`config.mk`:
```
export PLATFORM = sky130hd
export DESIGN_NAME = ram_loader
export DESIGN_NICKNAME = d
export VERILOG_FILES = /design/src/rtl/ram_loader.sv
export SDC_FILE = /design/constraint.sdc
export NUM_CORES = 1
export LEC_CHECK = 0
export CORE_AREA = 2 2 91 93
export CTS_CLUSTER_SIZE = 10
export DETAILED_ROUTE_END_ITERATION = 16
export DIE_AREA = 0 0 93 95
export PLACE_DENSITY_LB_ADDON = 0.2
export REMOVE_ABC_BUFFERS = 1
export SYNTH_ARGS = -nofsm -noshare
export SYNTH_HDL_FRONTEND = slang
export SYNTH_SLANG_ARGS = --single-unit
```
`constraint.sdc`:
```
create_clock -name clk -period 5.35 [get_ports clk]
set_input_delay 0.535 -clock clk [delete_from_list [all_inputs] [get_ports clk]]
set_output_delay 0.535 -clock clk [all_outputs]
set_load 0.01 [all_outputs]
```
`src/rtl/ram_loader.sv`:
```
// Boot-time loader: assembles little-endian 16-bit words from a byte stream and writes them to consecutive RAM addresses.
// Optional LOADER_CHECKSUM_EN adds a trailing 16-bit XOR checksum frame field and drives error.
module ram_loader #(
  parameter logic [15:0] BASE_ADDR    = 16'h0000,
  parameter int          WRITE_CYCLES = 2
) (
  input  logic        clk,
  input  logic        rst,
  input  logic        start,
  input  logic [7:0]  byte_in,
  input  logic        byte_valid,
  output logic        byte_ready,
  output logic        initializing,
  output logic [15:0] init_addr,
  output logic [15:0] init_data,
  output logic        init_we,
  output logic        done,
  output logic        error
);

  typedef enum logic [3:0] {
    S_IDLE,
    S_LEN_LO,
    S_LEN_HI,
    S_DAT_LO,
    S_DAT_HI,
    S_WRITE,
`ifdef LOADER_CHECKSUM_EN
    S_CK_LO,
    S_CK_HI,
`endif
    S_DONE
  } state_t;

`ifdef LOADER_CHECKSUM_EN
  localparam state_t S_END = S_CK_LO;
`else
  localparam state_t S_END = S_DONE;
`endif

  localparam logic [3:0] WC_LAST = 4'(WRITE_CYCLES - 1);

  state_t      state, state_next;
  logic [7:0]  lo_byte;
  logic [15:0] count;
  logic [3:0]  wcnt;
  logic        accept;
  logic        start_ok;
  logic        wr_last;

  assign accept   = byte_valid & byte_ready;
  assign start_ok = start & ((state == S_IDLE) | (state == S_DONE));
  assign wr_last  = (state == S_WRITE) && (wcnt == WC_LAST);

  always_ff @(posedge clk or posedge rst) begin
    if (rst) state <= S_IDLE;
    else     state <= state_next;
  end

  always_comb begin
    state_next = state;
    byte_ready = 1'b0;
    init_we    = 1'b0;
    case (state)
      S_IDLE, S_DONE: begin
        if (start) state_next = S_LEN_LO;
      end
      S_LEN_LO: begin
        byte_ready = 1'b1;
        if (byte_valid) state_next = S_LEN_HI;
      end
      S_LEN_HI: begin
        byte_ready = 1'b1;
        if (byte_valid) state_next = ({byte_in, lo_byte} == 16'd0) ? S_END : S_DAT_LO;
      end
      S_DAT_LO: begin
        byte_ready = 1'b1;
        if (byte_valid) state_next = S_DAT_HI;
      end
      S_DAT_HI: begin
        byte_ready = 1'b1;
        if (byte_valid) state_next = S_WRITE;
      end
      S_WRITE: begin
        init_we = 1'b1;
        if (wcnt == WC_LAST) state_next = (count == 16'd1) ? S_END : S_DAT_LO;
      end
`ifdef LOADER_CHECKSUM_EN
      S_CK_LO: begin
        byte_ready = 1'b1;
        if (byte_valid) state_next = S_CK_HI;
      end
      S_CK_HI: begin
        byte_ready = 1'b1;
        if (byte_valid) state_next = S_DONE;
      end
`endif
      default: state_next = S_IDLE;
    endcase
  end

`ifdef LOADER_CHECKSUM_EN
  logic [15:0] csum;
  logic        error_q;
  assign error = error_q;
`else
  assign error = 1'b0;
`endif

  always_ff @(posedge clk or posedge rst) begin
    if (rst) begin
      initializing <= 1'b0;
      done         <= 1'b0;
      init_addr    <= 16'd0;
      init_data    <= 16'd0;
      lo_byte      <= 8'd0;
      count        <= 16'd0;
      wcnt         <= 4'd0;
`ifdef LOADER_CHECKSUM_EN
      csum         <= 16'd0;
      error_q      <= 1'b0;
`endif
    end else begin
      if (start_ok) begin
        initializing <= 1'b1;
        done         <= 1'b0;
        init_addr    <= BASE_ADDR;
`ifdef LOADER_CHECKSUM_EN
        csum         <= 16'd0;
        error_q      <= 1'b0;
`endif
      end
      if ((state_next == S_DONE) && (state != S_DONE)) begin
        initializing <= 1'b0;
        done         <= 1'b1;
      end
      // low bytes are parked in lo_byte so init_data only changes when a full word lands
      if (accept) begin
        case (state)
          S_LEN_HI: count <= {byte_in, lo_byte};
          S_DAT_HI: begin
            init_data <= {byte_in, lo_byte};
`ifdef LOADER_CHECKSUM_EN
            csum      <= csum ^ {byte_in, lo_byte};
`endif
          end
`ifdef LOADER_CHECKSUM_EN
          S_CK_HI:  error_q <= ({byte_in, lo_byte} != csum);
`endif
          default:  lo_byte <= byte_in;
        endcase
      end
      if (state == S_WRITE) wcnt <= wr_last ? 4'd0 : wcnt + 4'd1;
      else                  wcnt <= 4'd0;
      if (wr_last) begin
        init_addr <= init_addr + 16'd1;
        count     <= count - 16'd1;
      end
    end
  end

endmodule
```
After elaboration in Yosys (flattened, before gate mapping)
Index checks and enable logic that the tools add are counted.

Bitwise operators: 4. Eq/ne operators: 10. Reductions and logical operators: 14. Muxes and demuxes: 22. $add $sub $neg: 3.

Operators with widths (number): $mux 16 (5); $mux 4 (8); $pmux 4 s6 (1); $add 16x1->16 const B (1); $eq 16x1->1 const B (1); $eq 4x3->1 const B (4); $logic_not 16->1 (1); $sub 16x1->16 const B (1); $eq 4x1->1 const B (2); $eq 4x2->1 const B (2); $reduce_bool 2->1 (4); $mux 1 (6); $mux 3 (2); $reduce_and 2->1 (3); $add 4x1->4 const B (1); $logic_not 4->1 (1); $ne 4x3->1 const B (1); $reduce_or 2->1 (2); $reduce_or 4->1 (1); $and 1x1->1 (2); $logic_and 1x1->1 (2); $not 1->1 (1); $or 1x1->1 (1).

Output and inout bits: 37. Bits in registers: 66. Input port bits: 12. Logic and storage cells: 61.

Logic depth before layout (Yosys ltp)
Gate-level depths: netlist of run 1.

Word-level depth: 7. Depth in mapped cells: 8. Mapped depth without buffers: 6.

Worst setup path before layout of run 1
Ideal clock, no wire load.

Path type: input to register. Start point: input byte_in[5]. End point: register state[0]. Path buffers: 0. Arrival time: 1.681 ns. Data required time: 5.219 ns. Cell stages on the path: 4. Setup time: 0.131 ns. Setup slack: 3.538 ns. Cells stage by stage: or4_1 -> nor4_1 -> a21oi_1 -> or3_1.

Word-level cells in the longest chain between the ends: 4.

RTL lines: start, declared (RTL line 10) `input logic [7:0] byte_in,`; $logic_not 16->1 (RTL line 74) `if (byte_valid) state_next = ({byte_in, lo_byte} == 16'd0) ? S_END : S_DAT_LO;`; $mux 3 (RTL line 74); $mux 4 (RTL line 74); $pmux 4 s6 (RTL line 64) `case (state)`; via state_next[0] (RTL line 43) `state_t state, state_next;`; end signal, assigned (RTL line 57) `else state <= state_next;`; end, declared (RTL line 43).

The timed path passes the listed nets, and every way through them passes these cells. A chain may end at the register's enable or synchronous reset.

Worst setup path in the final report of run 1
Start point: register state[2]. End point: output init_we.

Word-level cells in the longest chain between the ends: 2.

RTL lines: $eq 4x3->1 (RTL line 64); $mux 1 (RTL line 64); end, declared (RTL line 16) `output logic init_we,`.

Every way passes these cells.

==> impl_metrics.tcl, run 1 <==
set metrics [dict create \
    fp.coreArea_um2 7930 \
    period_minus_slack_ns 2.71 \
    grt_pass1_vias 2457 \
    drive_above_1_share_pct 16.8 \
    ys_seq_elements 66 \
    cts_tree "done" \
    die_x_um 93 \
    yosysSeqAreaShare_pct 48.4 \
    cp.arrival_ns 2.17 \
    diodes 0 \
    critical_path_class "register to output pin" \
    wl_per_cell_um 16.2 \
    ys.warnings.count 0 \
    grt_max_degree 67 \
    fmax_ghz 0.369 \
    rsz0062_at_grt "no" \
    min_path_cells 1 \
    async_reset_ff_share_pct 100 \
    ys_types 65 \
    ir_drop_mv 0.182 \
    synth_edf_count 0 \
    seqPwrFrac_pct 52.9 \
    grt-ovfl-total 0 \
    required_ns 4.82 \
    finalCritPeriodShare_pct 50.7 \
    ctsHoldBuffers 0 \
    yosysTopAreaCell "dfrtp_1" \
    cts_sinks 66 \
    syn_inst 310 \
    cts.clk_slew.worst_paths_ns 0.07 \
    vias 2602 \
    synth_top_area_share_pct 48.4 \
    hold_path_class "register to register" \
    fp.dieH_um 95 \
    vias_per_cell 5.62 \
    ioPinCount 49 \
    finalSetupViolations 0 \
    nFillCells 751 \
    dieArea_um2 8840 \
    grt_usage_pct 18.1 \
    syn2layout_area_growth_pct 19.8 \
    r2r_slack_ns 2.76 \
    reg2reg_from "state[2]$_DFF_PP0_" \
    power_switching_uw 449 \
    hold_viol_final 0 \
    ctsResizeCount 0 \
    drt_wl_total_um 7520 \
    syn_area_um2 3410 \
    cap_violations 0 \
    place_ws_ns 2.60 \
    critPathLaunchType "register" \
    maxSlewViolCount 0 \
    final.setup.worst_slack_ns 2.64 \
    p_leak_uw 0.00172 \
    drc 0 \
    setup_tns_ns 0 \
    cts_buffer_depth 2 \
    grt_antenna_before_repair 0 \
    insertion_delay_ns 0.33 \
    reg2reg_to "init_addr[8]$_DFFE_PP0P_" \
    antenna_left 0 \
    p_comb_share_pct 22.2 \
    p_int_uw 936 \
    cts_root_buffer "clkbuf_8" \
    critical_path_peak_fanout 12 \
    portBuffers 47 \
    nets 371 \
    worstSetupEndpointType "output pin" \
    grt_pass1_wl_um 12500 \
    yosys-top-cells-area "dfrtp_1 48%, mux2_2 9.2%, nand2_1 2.4%, nand3_1 2.3%, nor2_1 2.0%" \
    worst_pin_slew_ns 0.905 \
    p_sw_share_pct 32.4 \
    avgSynthCellArea_um2 11.0 \
    clockPowerShare_pct 24.8 \
    drtIter0Drc 111 \
    status "complete, no violations" \
    place_congestion 0.819 \
    synth.most_common_cell "dfrtp_1" \
    finalClockSkew_ns 0.00905 \
    synthFlopType "dfrtp_1" \
    cts_setup_buffers 0 \
    cts_buffers 9 \
    initial_core_util_pct 43.0 \
    powerDensity_nw_per_um2 339 \
    finish.utilization_pct 51.6 \
    dpl.hpwl_um 5150 \
    num_rows 33 \
    hold_path.startpoint "init_addr[15]$_DFFE_PP0P_" \
    slew_headroom_pct 39.3 \
    synth_common_cells "66 x dfrtp_1, 28 x mux2_2, 22 x nand2_1" \
    h-tree-depth 3 \
    r2r_cells 4 \
    hold_end "init_addr[15]$_DFFE_PP0P_" \
    first_pass_iters 4 \
]
stage by stage:
stage          std cells  hold WS (ns)  area, um2  power [uW]
5_1_grt              463         0.507       4090        1470
4_1_cts              463         0.498       4090        1400
6_report             463         0.490       4090        1390
2_1_floorplan        295         0.457       3330         920
3_5_place_dp         448         0.487       3940        1050
3_3_place_gp         448         0.465       3940        1040
worst max-delay path by stage:
stage	startpoint	to	slack, ns
floorplan	rst	count[0]$_DFFE_PP0P_	3.16
global placement	byte_valid	init_data[13]$_DFFE_PP0P_	2.66
detailed placement	byte_valid	init_data[5]$_DFFE_PP0P_	2.60
CTS	state[2]$_DFF_PP0_	init_we	2.62
global route	state[2]$_DFF_PP0_	init_we	2.49
finish	state[2]$_DFF_PP0_	init_we	2.64
layer usage:
metal	up-vias	part of all wire, %	GRT usage, %
met3	14	3.5	3.03
met2	56	46	27.5
met1	1272	49	25.4
li1	1260	-	-
met5	-	0	0
met4	0	1.7	8.21
logic make-up after synthesis:
| kind of cell | count (synthesis) | share of synthesized area (%) |
|---|---|---|
| AOI/OAI and AO/OA | 65 | 14.3 |
| muxes | 32 | 10.4 |
| DFF | 66 | 48.4 |
| xor gates and xnor gates | 5 | 1.28 |
| adders and majority gates | 5 | 1.83 |
| buffers and inverters | 26 | 3.85 |
| other | 1 | 0.110 |
| and+or+nand+nor | 110 | 19.8 |
power by group through the flow:
stage / clock network, uW / logic (uW) / registers, uW
2_1_floorplan: 0 / 203 / 717
3_3_place_gp: 0 / 303 / 737
3_5_place_dp: 0 / 309 / 742
4_1_cts: 355 / 311 / 733
5_1_grt: 380 / 343 / 752
6_report: 344 / 308 / 733
cell type report:
type	instances	area, um2	area share [%]
multi-input combinational	219	1630	39.9
clock inverter	3	17.5	0.428
inverter	10	42.5	1.04
tap	105	131	3.21
timing repair buffer	48	478	11.7
clock buffer	12	135	3.30
sequential	66	1650	40.4
worst max-delay path, cell delays in order (launching register included):
cell and delay (ns):
dfrtp_1 0.62, nand4bb_1 0.44, clkinv_4 0.22, clkdlybuf4s50_1 0.56
cell usage in the layout (no fill, tap or decap), types with 3 or more instances in the layout:
cell type        synthesis  routed
xor2_1                   3       3
a21o_1                   5       5
o21ai_0                  3       3
o32ai_1                  3       3
a21oi_1                 12      12
a31oi_1                  5       5
dfrtp_1                 66      66
and3_1                   8       8
clkdlybuf4s50_1          0      47
clkbuf_8                 0       9
mux2i_1                  4       4
nand2_1                 22      22
nand4_1                  4       4
nand3_1                 16      16
o31ai_1                  3       3
a211oi_1                 5       5
o211ai_1                 6       6
inv_1                    9       8
ha_1                     5       5
mux2_2                  28      28
clkbuf_1                 2       3
nor2_1                  18      18
o311ai_0                 3       3
or3_1                    6       6
a311oi_1                 3       3
nor3_1                   5       5
or4_1                    3       3
o221a_2                  3       3
sequential cells by signal, summed over array words and instances (netlist names):
name	flops
init_addr	16
count	16
init_data	16
initializing	1
state	4
wcnt	4
done	1
lo_byte	8
(Power assumes the default switching activity.)
==> run 2, diff against run 1 <==
- clock period: 5.35 -> 2.3 ns (I/O delays scaled with it)
==> run 2 against run 1 <==
  * Hold slack lost 0.24 ns
  * Count of clock-buffer cells in the layout shrank 1
  * Sequential power grew 130%
  * Sequential share of layout area shrank 2.2 points
  * First-iteration DRC count grew 8.1%
  * Critical path depth is the same
  * Cell area grew 5.8%
  * Critical path type unchanged
  * Flip-flop and latch count is the same
  * Non-clock buffer count grew 21
  * Worst setup slack lost 2.4 ns
  * Largest power group unchanged
  * Via count grew 5.6%
==> impl_metrics.tcl, run 2 (synthesis gave the netlist of run 1 again) <==
set metrics [dict create \
    status "complete, no violations" \
    p_leak_uw 0.00186 \
    reg_top3 "count: 16 flops, init_addr: 16 flops, init_data: 16 flops" \
    period_minus_slack_ns 2.11 \
    fmax_ghz 0.475 \
    finish.utilization_pct 54.6 \
    hold_viol_final 0 \
    max_stage_delay_ns 0.55 \
    grt-ovfl-total 0 \
    fp.coreArea_um2 7930 \
    critPathSlowestCell "clkdlybuf4s50_1" \
    h-tree-depth 3 \
    grt_pass1_vias 2785 \
    required_ns 2.07 \
    path_buf_inv 2 \
    path_cells "nand4bb_1, clkinv_4, clkdlybuf4s50_1" \
    ctsResizeCount 0 \
    reg2reg_to "count[3]$_DFFE_PP0P_" \
    num_rows 33 \
    drc 0 \
    cap_violations 0 \
    reg2reg_from "wcnt[1]$_DFF_PP0_" \
    diodes 0 \
    cts.clk_slew.worst_paths_ns 0.08 \
    final_common_cell "dfrtp_1" \
    grt_pass1_wl_um 13700 \
    critical_path_class "register to output pin" \
    grt_antenna_before_repair 0 \
    antenna_left 0 \
    cts_buffer_depth 2 \
    cp.arrival_ns 1.88 \
    cts_buffers 9 \
    critPathLaunchType "register" \
    dieArea_um2 8840 \
    place_congestion 0.798 \
    finalClockSkew_ns 0.0117 \
    multi_input_area_um2 1630 \
    worstSetupEndpointType "output pin" \
    initial_core_util_pct 43.0 \
    cts_sinks 66 \
    setup_tns_ns 0 \
    nets 392 \
    cp_top_family "buffers and inverters" \
    r2r_cells 7 \
    insertion_delay_ns 0.35 \
    die_x_um 93 \
    cts_tree "done" \
    final_cell_mix "66 x dfrtp_1, 47 x clkdlybuf4s50_1, 28 x mux2_2" \
    hold_path_class "input port to async pin" \
    cts_setup_buffers 0 \
    finalCritPeriodShare_pct 91.6 \
    wl_per_cell_um 16.6 \
    ctsHoldBuffers 0 \
    grt_max_degree 67 \
    vias_per_cell 5.66 \
    seq_area_um2 1650 \
    portBuffers 47 \
    rsz0062_at_grt "no" \
    syn2layout_area_growth_pct 26.8 \
    cts_root_buffer "clkbuf_8" \
    vias 2747 \
    dpl.hpwl_um 5570 \
    powerDensity_nw_per_um2 826 \
    drive_above_1_share_pct 22.1 \
    first_pass_iters 4 \
    fp.dieH_um 95 \
    ioPinCount 49 \
    maxSlewViolCount 0 \
    r2r_slack_ns 0.25 \
    critical_path.startpoint "state[3]$_DFF_PP0_" \
    drt_wl_total_um 8050 \
    finalSetupViolations 0 \
    crit_cells 3 \
    grt_usage_pct 20.2 \
    ir_drop_mv 0.460 \
    nFillCells 712 \
    drtIter0Drc 120 \
    critical_path_peak_fanout 7 \
]
## run 2: changes by cell type in the layout (fill, tap and decap cells not counted), sizes merged
cell    change
buf        +21
bufinv      +2
clkbuf      -1
## run 2: worst min-delay path, stage by stage
cell and delay (ns):
clkdlybuf4s50_1 0.41, inv_2 0.07, buf_12 0.29
## run 2: how the worst max path moves through the flow
stage	endpoint	slack, ns
global route	init_we	0.13
CTS	init_we	0.18
finish	init_we	0.19
global placement	state[0]$_DFF_PP0_	0.26
detailed placement	state[0]$_DFF_PP0_	0.23
floorplan	init_addr[13]$_DFFE_PP0P_	0.14
## run 2: routing by layer
layer  wire length (um)  part of all wire [%]  vias up  track usage (%)
met1               3710                    46     1353             25.9
met5                  0                     0        -                0
met3                363                   4.5       16             5.03
met2               3770                    47       72             32.5
li1                   -                     -     1306                -
met4                206                   2.6        0             8.95
## run 2: power breakdown
| part | leakage, uW | switching (uW) | internal [uW] |
|---|---|---|---|
| Clock | 0.000109 | 450 | 637 |
| Sequential | 0.000856 | 287 | 1410 |
| Combinational | 0.000899 | 362 | 423 |
## run 2: area by class of cell
type	count	area share (%)
flip-flops and latches	66	38.2
multi-input cells	219	37.7
repair buffers	69	15.0
clock buffers	11	3.27
well taps	105	3.04
clock inverters	5	1.79
inverters	10	0.984
## run 2: through the flow
| step | hold WS [ns] | setup slack (ns) | cells | area, um2 | total power, uW |
|---|---|---|---|---|---|
| finish | 0.246 | 0.194 | 485 | 4330 | 3570 |
| global route | 0.317 | 0.126 | 485 | 4330 | 3780 |
| CTS | 0.274 | 0.175 | 485 | 4330 | 3600 |
| detailed placement | 0.475 | 0.226 | 469 | 4110 | 2500 |
| global placement | 0.467 | 0.258 | 469 | 4110 | 2470 |
| floorplan | 0.346 | 0.137 | 295 | 3330 | 2140 |
